==> src/rtl/legv8_pkg.sv <==
// Shared opcodes, ALU function codes and FSM/decode enums for the LEGv8 control unit.
package legv8_pkg;
  localparam logic [10:0] OP_ADD  = 11'b10001011000;
  localparam logic [10:0] OP_SUB  = 11'b11001011000;
  localparam logic [10:0] OP_AND  = 11'b10001010000;
  localparam logic [10:0] OP_ORR  = 11'b10101010000;
  localparam logic [10:0] OP_EOR  = 11'b11001010000;
  localparam logic [10:0] OP_LDUR = 11'b11111000010;
  localparam logic [10:0] OP_STUR = 11'b11111000000;
  localparam logic [9:0]  OP_ADDI = 10'b1001000100;
  localparam logic [9:0]  OP_SUBI = 10'b1101000100;
  localparam logic [5:0]  OP_B    = 6'b000101;
  localparam logic [7:0]  OP_CBZ  = 8'b10110100;
  localparam logic [7:0]  OP_CBNZ = 8'b10110101;
  localparam logic [31:0] OP_HLT  = 32'hFFFF_FFFF;

  localparam logic [4:0] FS_AND = 5'b00000;
  localparam logic [4:0] FS_ORR = 5'b00100;
  localparam logic [4:0] FS_ADD = 5'b01000;
  localparam logic [4:0] FS_SUB = 5'b01001;
  localparam logic [4:0] FS_EOR = 5'b01100;

  localparam int STAT_Z = 0;
  localparam int STAT_N = 1;
  localparam int STAT_C = 2;
  localparam int STAT_V = 3;

  typedef enum logic [2:0] {FETCH, DECODE, EXEC, MEM, HALT} state_t;
  typedef enum logic [3:0] {C_ILL, C_R, C_I, C_LDUR, C_STUR, C_B, C_CBZ, C_CBNZ, C_HLT} iclass_t;
  typedef enum logic [2:0] {IMM_NONE, IMM_12, IMM_9, IMM_26, IMM_19} imm_kind_t;
endpackage

==> src/rtl/legv8_decode.sv <==
// Pure combinational instruction decode: class, register fields, ALU function and immediate kind.
module legv8_decode
  import legv8_pkg::*;
(
  input  logic [31:0] ir,
  output iclass_t     cls,
  output imm_kind_t   imm_kind,
  output logic [4:0]  rd,
  output logic [4:0]  rn,
  output logic [4:0]  rm,
  output logic [4:0]  rt,
  output logic [4:0]  fs,
  output logic        sub
);
  assign rd = ir[4:0];
  assign rt = ir[4:0];
  assign rn = ir[9:5];
  assign rm = ir[20:16];

  // Opcode fields of different widths never alias, so match order is irrelevant.
  always_comb begin
    cls      = C_ILL;
    imm_kind = IMM_NONE;
    fs       = FS_ADD;
    sub      = 1'b0;
    if (ir == OP_HLT) cls = C_HLT;
    else if (ir[31:24] == OP_CBZ)  begin cls = C_CBZ;  imm_kind = IMM_19; end
    else if (ir[31:24] == OP_CBNZ) begin cls = C_CBNZ; imm_kind = IMM_19; end
    else if (ir[31:26] == OP_B)    begin cls = C_B;    imm_kind = IMM_26; end
    else begin
      case (ir[31:21])
        OP_ADD:  cls = C_R;
        OP_SUB:  begin cls = C_R; fs = FS_SUB; sub = 1'b1; end
        OP_AND:  begin cls = C_R; fs = FS_AND; end
        OP_ORR:  begin cls = C_R; fs = FS_ORR; end
        OP_EOR:  begin cls = C_R; fs = FS_EOR; end
        OP_LDUR: begin cls = C_LDUR; imm_kind = IMM_9; end
        OP_STUR: begin cls = C_STUR; imm_kind = IMM_9; end
        default: begin
          if (ir[31:22] == OP_ADDI) begin
            cls = C_I; imm_kind = IMM_12;
          end else if (ir[31:22] == OP_SUBI) begin
            cls = C_I; imm_kind = IMM_12; fs = FS_SUB; sub = 1'b1;
          end
        end
      endcase
    end
  end
endmodule

==> src/rtl/control_unit_legv8.sv <==
// Multi-cycle LEGv8 control FSM: fetch handshake, decode, EXEC/MEM sequencing, PC strobes.
module control_unit_legv8
  import legv8_pkg::*;
#(
  parameter int DW = 64,
  parameter int AW = 8
) (
  input  logic          clk,
  input  logic          rst,
  input  logic          instr_valid,
  input  logic [31:0]   instr,
  input  logic [AW-1:0] f,
  input  logic [3:0]    stat,
  output logic          instr_req,
  output logic [4:0]    DA,
  output logic [4:0]    SA,
  output logic [4:0]    SB,
  output logic [4:0]    FS,
  output logic          c_out,
  output logic          W_reg,
  output logic          W_ram,
  output logic          B_sel,
  output logic          B_en,
  output logic          alu_en,
  output logic          D_en,
  output logic          ram_en,
  output logic [DW-1:0] k,
  output logic [AW-1:0] addr,
  output logic          pc_inc,
  output logic          pc_load,
  output logic [DW-1:0] pc_off,
  output logic          halted,
  output logic          illegal
);
  state_t       state, state_nx;
  logic [31:0]  ir;
  iclass_t      cls;
  imm_kind_t    imm_kind;
  logic [4:0]   rd, rn, rm, rt, fs;
  logic         sub, ldst, taken;
  logic [DW-1:0] imm;
  logic         unused_stat;

  legv8_decode u_dec (
    .ir(ir), .cls(cls), .imm_kind(imm_kind),
    .rd(rd), .rn(rn), .rm(rm), .rt(rt), .fs(fs), .sub(sub)
  );

  assign ram_en      = 1'b0;
  assign unused_stat = ^stat[3:1];
  assign ldst        = (cls == C_LDUR) || (cls == C_STUR);
  assign taken       = (cls == C_CBZ) ? stat[STAT_Z] : !stat[STAT_Z];

  always_comb begin
    case (imm_kind)
      IMM_12:  imm = {{(DW-12){1'b0}}, ir[21:10]};
      IMM_9:   imm = {{(DW-9){ir[20]}}, ir[20:12]};
      IMM_26:  imm = {{(DW-28){ir[25]}}, ir[25:0], 2'b00};
      IMM_19:  imm = {{(DW-21){ir[23]}}, ir[23:5], 2'b00};
      default: imm = '0;
    endcase
  end

  always_ff @(posedge clk or negedge rst) begin
    if (!rst) begin
      state   <= FETCH;
      ir      <= '0;
      addr    <= '0;
      halted  <= 1'b0;
      illegal <= 1'b0;
    end else begin
      state <= state_nx;
      if (state == FETCH && instr_valid) ir <= instr;
      if (state == EXEC && ldst) addr <= f;
      if (state == DECODE && (cls == C_ILL || cls == C_HLT)) halted <= 1'b1;
      if (state == DECODE && cls == C_ILL) illegal <= 1'b1;
    end
  end

  // Control word is gated by rst so a mid-instruction reset kills writes in the same cycle.
  always_comb begin
    state_nx  = state;
    instr_req = 1'b0;
    DA = '0; SA = '0; SB = '0; FS = FS_ADD;
    c_out = 1'b0; W_reg = 1'b0; W_ram = 1'b0; B_sel = 1'b0;
    B_en = 1'b0; alu_en = 1'b0; D_en = 1'b0;
    k = '0; pc_inc = 1'b0; pc_load = 1'b0; pc_off = '0;
    case (state)
      FETCH:  state_nx = instr_valid ? DECODE : FETCH;
      DECODE: state_nx = (cls == C_ILL || cls == C_HLT) ? HALT : EXEC;
      EXEC:   state_nx = ldst ? MEM : FETCH;
      MEM:    state_nx = FETCH;
      HALT:   state_nx = HALT;
      default: state_nx = FETCH;
    endcase
    if (rst) begin
      case (state)
        FETCH: instr_req = 1'b1;
        EXEC: begin
          case (cls)
            C_R, C_I: begin
              SA = rn; SB = rm; DA = rd; FS = fs; c_out = sub;
              B_sel = (cls == C_I); k = (cls == C_I) ? imm : '0;
              alu_en = 1'b1; W_reg = 1'b1; pc_inc = 1'b1;
            end
            C_LDUR, C_STUR: begin
              SA = rn; B_sel = 1'b1; k = imm;
            end
            C_B: begin
              pc_load = 1'b1; pc_off = imm;
            end
            C_CBZ, C_CBNZ: begin
              SA = rt; B_sel = 1'b1;
              pc_load = taken; pc_inc = !taken; pc_off = taken ? imm : '0;
            end
            default: ;
          endcase
        end
        MEM: begin
          SA = rn; pc_inc = 1'b1;
          if (cls == C_LDUR) begin
            DA = rt; D_en = 1'b1; W_reg = 1'b1;
          end else begin
            SB = rt; B_en = 1'b1; W_ram = 1'b1;
          end
        end
        default: ;
      endcase
    end
  end
endmodule

==> config.mk <==
export PLATFORM = sky130hd
export DESIGN_NAME = control_unit_legv8
export DESIGN_NICKNAME = d
export VERILOG_FILES = /design/src/rtl/legv8_pkg.sv /design/src/rtl/legv8_decode.sv /design/src/rtl/control_unit_legv8.sv
export SDC_FILE = /design/constraint.sdc
export NUM_CORES = 1
export LEC_CHECK = 0
export CAP_MARGIN = 10
export CORE_AREA = 2 2 139 141
export DETAILED_ROUTE_END_ITERATION = 6
export DIE_AREA = 0 0 141 143
export SLEW_MARGIN = 15
export SYNTH_ARGS = -nofsm -noshare
export SYNTH_HDL_FRONTEND = slang
export SYNTH_HIERARCHICAL = 1
export SYNTH_SLANG_ARGS = --single-unit
export TNS_END_PERCENT = 5
==> constraint.sdc <==
create_clock -name clk -period 6.09 [get_ports clk]
set_input_delay 0.9135 -clock clk [delete_from_list [all_inputs] [get_ports clk]]
set_output_delay 0.9135 -clock clk [all_outputs]
set_load 0.02 [all_outputs]
==> impl_metrics.toml, run 1 <==
[logic_synthesis]
ys_warn_count = 6
syn-cell-area_um2 = 4611
async_flop_share_pct = 100.0
syn_area_per_cell_um2 = 9.566
synthFlopType = "dfrtp_1"
ys_ff_latch = 45
synth_seq_area_share_pct = 24.42
synthTopCellsByArea = "dfrtp_1, buf_4, mux2_2"
synthCells = 482
ys_types = 60
synth_top_cell_by_area = "dfrtp_1"
synth_edf_count = 0
synth_top_area_share_pct = 24.42

[drt]
top_layer_used = "met4"
met3_length_um = 692
drc = 0
dr_total_vias = 3895
detail_route.vias_per_cell = 4.821
initialDrtViolationCount = 269
drtAntennaViolNets = 0
wl_met2_um = 7185
firstDrtPassIters = 4
wl_per_cell_um = 18.10
wl_met1_um = 6609
wl_um = 14620

[min_path]
min_to = "halted"
worstHoldStart = "halted"
hold_class = "flip-flop to flip-flop"
holdPathStages = 1

[clock_tree]
cts_buffers = 5
clockBufferDepth = 2
htree_levels = 2
tritoncts = "done"
clk_latency_ns = 0.30
cts_root_buffer = "clkbuf_16"
clock-sinks = 45
ctsResizeCount = 0
clk_pin_slew_ns = 0.07
post_cts_buffers = 0
cts_hold_buf = 0

[critical_path]
worstPathArrival_ns = 4.03
cp_max_fo = 37
endpoint_kind = "output pin"
r2r_cells = 6
reg2reg_to = "addr[6]"
critPathKind = "flip-flop to output pin"
critPathLaunchType = "flip-flop"
r2r_start = "ir[29]"
r2r_setup_slack_ns = 3.15
cp.required_ns = 5.18

[pwr]
p_int_uw = 858.5
pwr-share-clk_pct = 18.8
seq_power_share_pct = 47.3
switching_share_pct = 42.31
combPwrFrac_pct = 33.9
ir_drop_mv = 0.1720
power_density_nw_per_um2 = 236.9
p_leak_nw = 2.036
power_switching_uw = 629.7

[die]
core_um2 = 18580
ios = 216
row_count = 50
start_util_pct = 24.81
die_h_um = 143
die_area_um2 = 20160
die_w_um = 141

[finish]
multi_input_area_um2 = 2527
antenna_cells = 0
seq_area_um2 = 1126
finalNetCount = 620
area_delta_synth_final_pct = 36.23
fillers = 1850
layout_common_cells = "clkdlybuf4s50_1, mux2_2, dfrtp_1"
mostFrequentLayoutCell = "clkdlybuf4s50_1"
drive_above_1_share_pct = 21.43

[sta]
max_slew.worst_pin.slew_ns = 1.078
finalSetupViolCount = 0
rsz0062_at_grt = "false"
worst_hold_slack_ns = 0.4909
final.period_utilization_pct = 81.19
slew-limit-headroom_pct = 27.84
worst_slack_ns = 1.146
setup_tns_ns = 0
finalCriticalPeriod_ns = 4.944
fmax_mhz = 202.2
drv_slew = 0
final_hold_viol_count = 0
skew_ns = 0.008797

[place]
io_buffers = 209
finalWeightedCongestion = 0.8227
place_ws_ns = 1.489
hpwl_um = 11070

[global_routing]
grt_max_degree = 42
antenna_found_initial = 0
grt.overflow.total = 0
grt_pass1_wl_um = 22200
grt_pass1_vias = 3759
grt_usage_pct = 13.98

[run_status]
status = "finished, final reports clean"

[run]
timing.max_cap.violations = 0
-- critical path, stage by stage, from the launching register on --
cell             delay, ns
dfrtp_1               0.50
and3_1                0.24
nand4_1               0.18
o211ai_1              0.84
nor3b_2               0.16
o21ai_4               0.89
a211oi_4              0.06
buf_4                 0.28
clkdlybuf4s50_1       0.58
-- metrics by stage --
step	utilization (%)	total power [mW]	instances	area, µm²
global route	33.80	1.577	808	6281
finish	33.80	1.488	808	6281
floorplan	-	1.089	483	4614
CTS	33.79	1.492	808	6279
detailed placement	32.98	1.207	800	6128
global placement	32.98	1.181	800	6128
-- cell type report --
class | count | share of cell area, %
multi-input cells | 297 | 40.24
well taps | 234 | 4.661
repair buffers | 220 | 34.54
clock inverters | 3 | 0.3984
flip-flops and latches | 45 | 17.93
inverters | 4 | 0.2390
clock buffers | 5 | 1.992
-- worst max path at each step --
stage / start / slack (ns) / end / cells past startpoint
6_report: ir[29] / 1.15 / k[52] / 8
5_1_grt: ir[30] / 0.83 / pc_off[14] / 9
4_1_cts: ir[29] / 1.16 / k[52] / 8
3_5_place_dp: ir[29] / 1.49 / k[52] / 8
3_3_place_gp: ir[29] / 1.66 / k[60] / 8
2_1_floorplan: ir[29] / 0.46 / pc_off[28] / 9
-- sequential cells by signal (all words and copies together) (netlist names) --
name     count
illegal      1
ir          32
state        3
addr         8
halted       1
-- synth_stat cells (4+ instances only) --
library cell	instances
buf_4	102
mux2_2	60
dfrtp_1	45
nand2_1	24
a211oi_1	22
nand3b_1	21
nor3_1	17
buf_2	16
a21o_1	11
nor3_2	11
a211oi_2	10
a22o_1	10
a22oi_1	9
clkbuf_1	9
o21ai_0	8
buf_6	7
nand4_1	7
and3b_1	6
nor2_1	6
and2_1	5
o2bb2ai_1	5
inv_1	4
nor2b_1	4
or3_1	4
-- per-layer routing --
layer	up-vias	track usage, %
met1	1889	19.22
met4	0	2.842
met2	151	23.39
met3	12	2.146
li1	1843	-
met5	-	0
-- power groups by stage --
stage	clock [mW]	combinational, mW	sequential [mW]
4_1_cts	0.287	0.505	0.700
5_1_grt	0.301	0.550	0.726
2_1_floorplan	0	0.546	0.544
6_report	0.280	0.505	0.703
3_5_place_dp	0	0.503	0.704
3_3_place_gp	0	0.489	0.692
-- cell families after synthesis --
kind of cell / after synthesis / synth area share (%)
compound gates: 93 / 17.31
buf+inv: 141 / 21.44
simple gates: 139 / 21.63
mux: 60 / 14.65
xor+xnor: 2 / 0.3800
flops: 45 / 24.42
other cells: 2 / 0.1629
(Power assumes the default switching activity.)
==> inputs of run 2 (changes only) <==
Clock period 6.09 ns to 4.9 ns, I/O delays scaled along.
==> impl_metrics.toml, run 2 (synthesis gave the netlist of run 1 again) <==
[drt]
firstDrtPassIters = 6
detail_route.vias_per_cell = 4.709
drc = 0
drtAntennaViolNets = 0
initialDrtViolationCount = 255
dr_total_vias = 3847
wl_um = 14620
wl_per_cell_um = 17.89

[finish]
mostFrequentLayoutCell = "clkdlybuf4s50_1"
finalNetCount = 630
antenna_cells = 0
fillers = 1850
drive_above_1_share_pct = 22.47
top_regs = "ir x32, addr x8, state x3"
largest_reg_flops = 32
layout_common_cells = "clkdlybuf4s50_1, mux2_2, dfrtp_1"
largest_register = "ir"
seq_area_um2 = 1126
multi_input_area_um2 = 2525
area_delta_synth_final_pct = 38.29
fin_cells = 817

[clock_tree]
clockBufferDepth = 2
tritoncts = "done"
clock-sinks = 45
cts_root_buffer = "clkbuf_16"
htree_levels = 2
post_cts_buffers = 0
ctsResizeCount = 0
cts_buffers = 5
clk_pin_slew_ns = 0.06
cts_hold_buf = 0
clk_latency_ns = 0.28

[sta]
max_slew.worst_pin.slew_ns = 0.9261
fmax_mhz = 215.9
skew_ns = 0.006628
drv_slew = 0
setup_tns_ns = 0
finalSetupViolCount = 0
finalCriticalPeriod_ns = 4.632
slew-limit-headroom_pct = 38.00
rsz0062_at_grt = "false"
final.period_utilization_pct = 94.53
final_hold_viol_count = 0

[global_routing]
top_usage_layer = "met2"
use_met2_pct = 23.54
antenna_found_initial = 1
grtUsageMet1_pct = 18.99
grt_pass1_wl_um = 21920
grt_usage_pct = 13.87
grt_pass1_vias = 3720
grtUsageMet3_pct = 2.683
grt_max_degree = 40
grt.overflow.total = 0

[die]
die_h_um = 143
row_count = 50
die_area_um2 = 20160
die_w_um = 141
core_um2 = 18580
ios = 216
start_util_pct = 24.81

[pwr]
power_density_nw_per_um2 = 294.9
seq_power_share_pct = 45.9
ir_drop_mv = 0.2202
combPwrFrac_pct = 34.3
power_switching_uw = 755.1
pwr-share-clk_pct = 19.8
p_leak_nw = 2.100
p_int_mw = 1.125
switching_share_pct = 40.15

[critical_path]
startpoint = "ir[29]"
critPathKind = "flip-flop to output pin"
r2r_start = "ir[30]"
cp.required_ns = 4.16
endpoint_kind = "output pin"
cp_max_fo = 17
worstPathArrival_ns = 3.90
critPathLaunchType = "flip-flop"

[min_path]
hold_class = "input pin to async pin"

[place]
io_buffers = 209
finalWeightedCongestion = 0.8784
hpwl_um = 11270
place_inst = 810

[run_status]
status = "finished, final reports clean"

[run]
timing.max_cap.violations = 0
run 2: cell type report:
type                            count  share of cell area [%]
Multi-Input combinational cell    297                   39.60
Timing Repair Buffer              230                   35.40
Sequential cell                    45                   17.66
Tap cell                          234                   4.592
Clock buffer                        5                   1.962
Clock inverter                      2                  0.5495
Inverter                            4                  0.2355
run 2: path summary, 6_finish.rpt:
path | end | slack (ns) | cells after the start
worst min register to register | halted | 0.48 | 1
min in group clk | halted | 0.48 | 1
max in group asynchronous | ir[23] | 3.68 | 2
worst max-delay path | SB[1] | 0.27 | 7
worst max register to register | addr[5] | 2.11 | 6
worst min-delay path | ir[7] | 0.37 | 1
run 2: power groups by stage:
stage          combinational (mW)  clock (mW)  sequential [mW]
6_report                    0.645       0.373            0.862
5_1_grt                     0.705       0.398            0.899
4_1_cts                     0.650       0.383            0.861
3_5_place_dp                0.646           0            0.869
3_3_place_gp                0.630           0            0.857
2_1_floorplan               0.679           0            0.676
run 2: worst max-delay path: stages, from the launching register on:
cell	delay [ns]
dfrtp_1	0.47
and3_1	0.21
nand4_1	0.17
o211ai_1	0.77
xor2_1	0.24
nor4b_4	0.79
a22o_1	0.27
clkdlybuf4s50_1	0.68
run 2: per-stage QoR:
step	worst slack, ns	utilization (%)	instance area, µm²	total power [mW]	hold WS, ns
2_1_floorplan	-0.5452	-	4619	1.354	0.4394
3_3_place_gp	0.6737	33.45	6216	1.487	0.4538
3_5_place_dp	0.6014	33.45	6216	1.515	0.4659
4_1_cts	0.2829	34.32	6376	1.894	0.3710
5_1_grt	0.008517	34.32	6376	2.001	0.3826
6_report	0.2682	34.32	6376	1.880	0.3710
run 2: routing by layer:
| metal | wire [µm] | part of all wire (%) | up-vias |
|---|---|---|---|
| li1 | - | - | 1867 |
| met1 | 6671 | 46 | 1831 |
| met2 | 7098 | 49 | 135 |
| met3 | 726 | 5.0 | 12 |
| met4 | 105 | 0.72 | 2 |
| met5 | 13 | 0.089 | - |
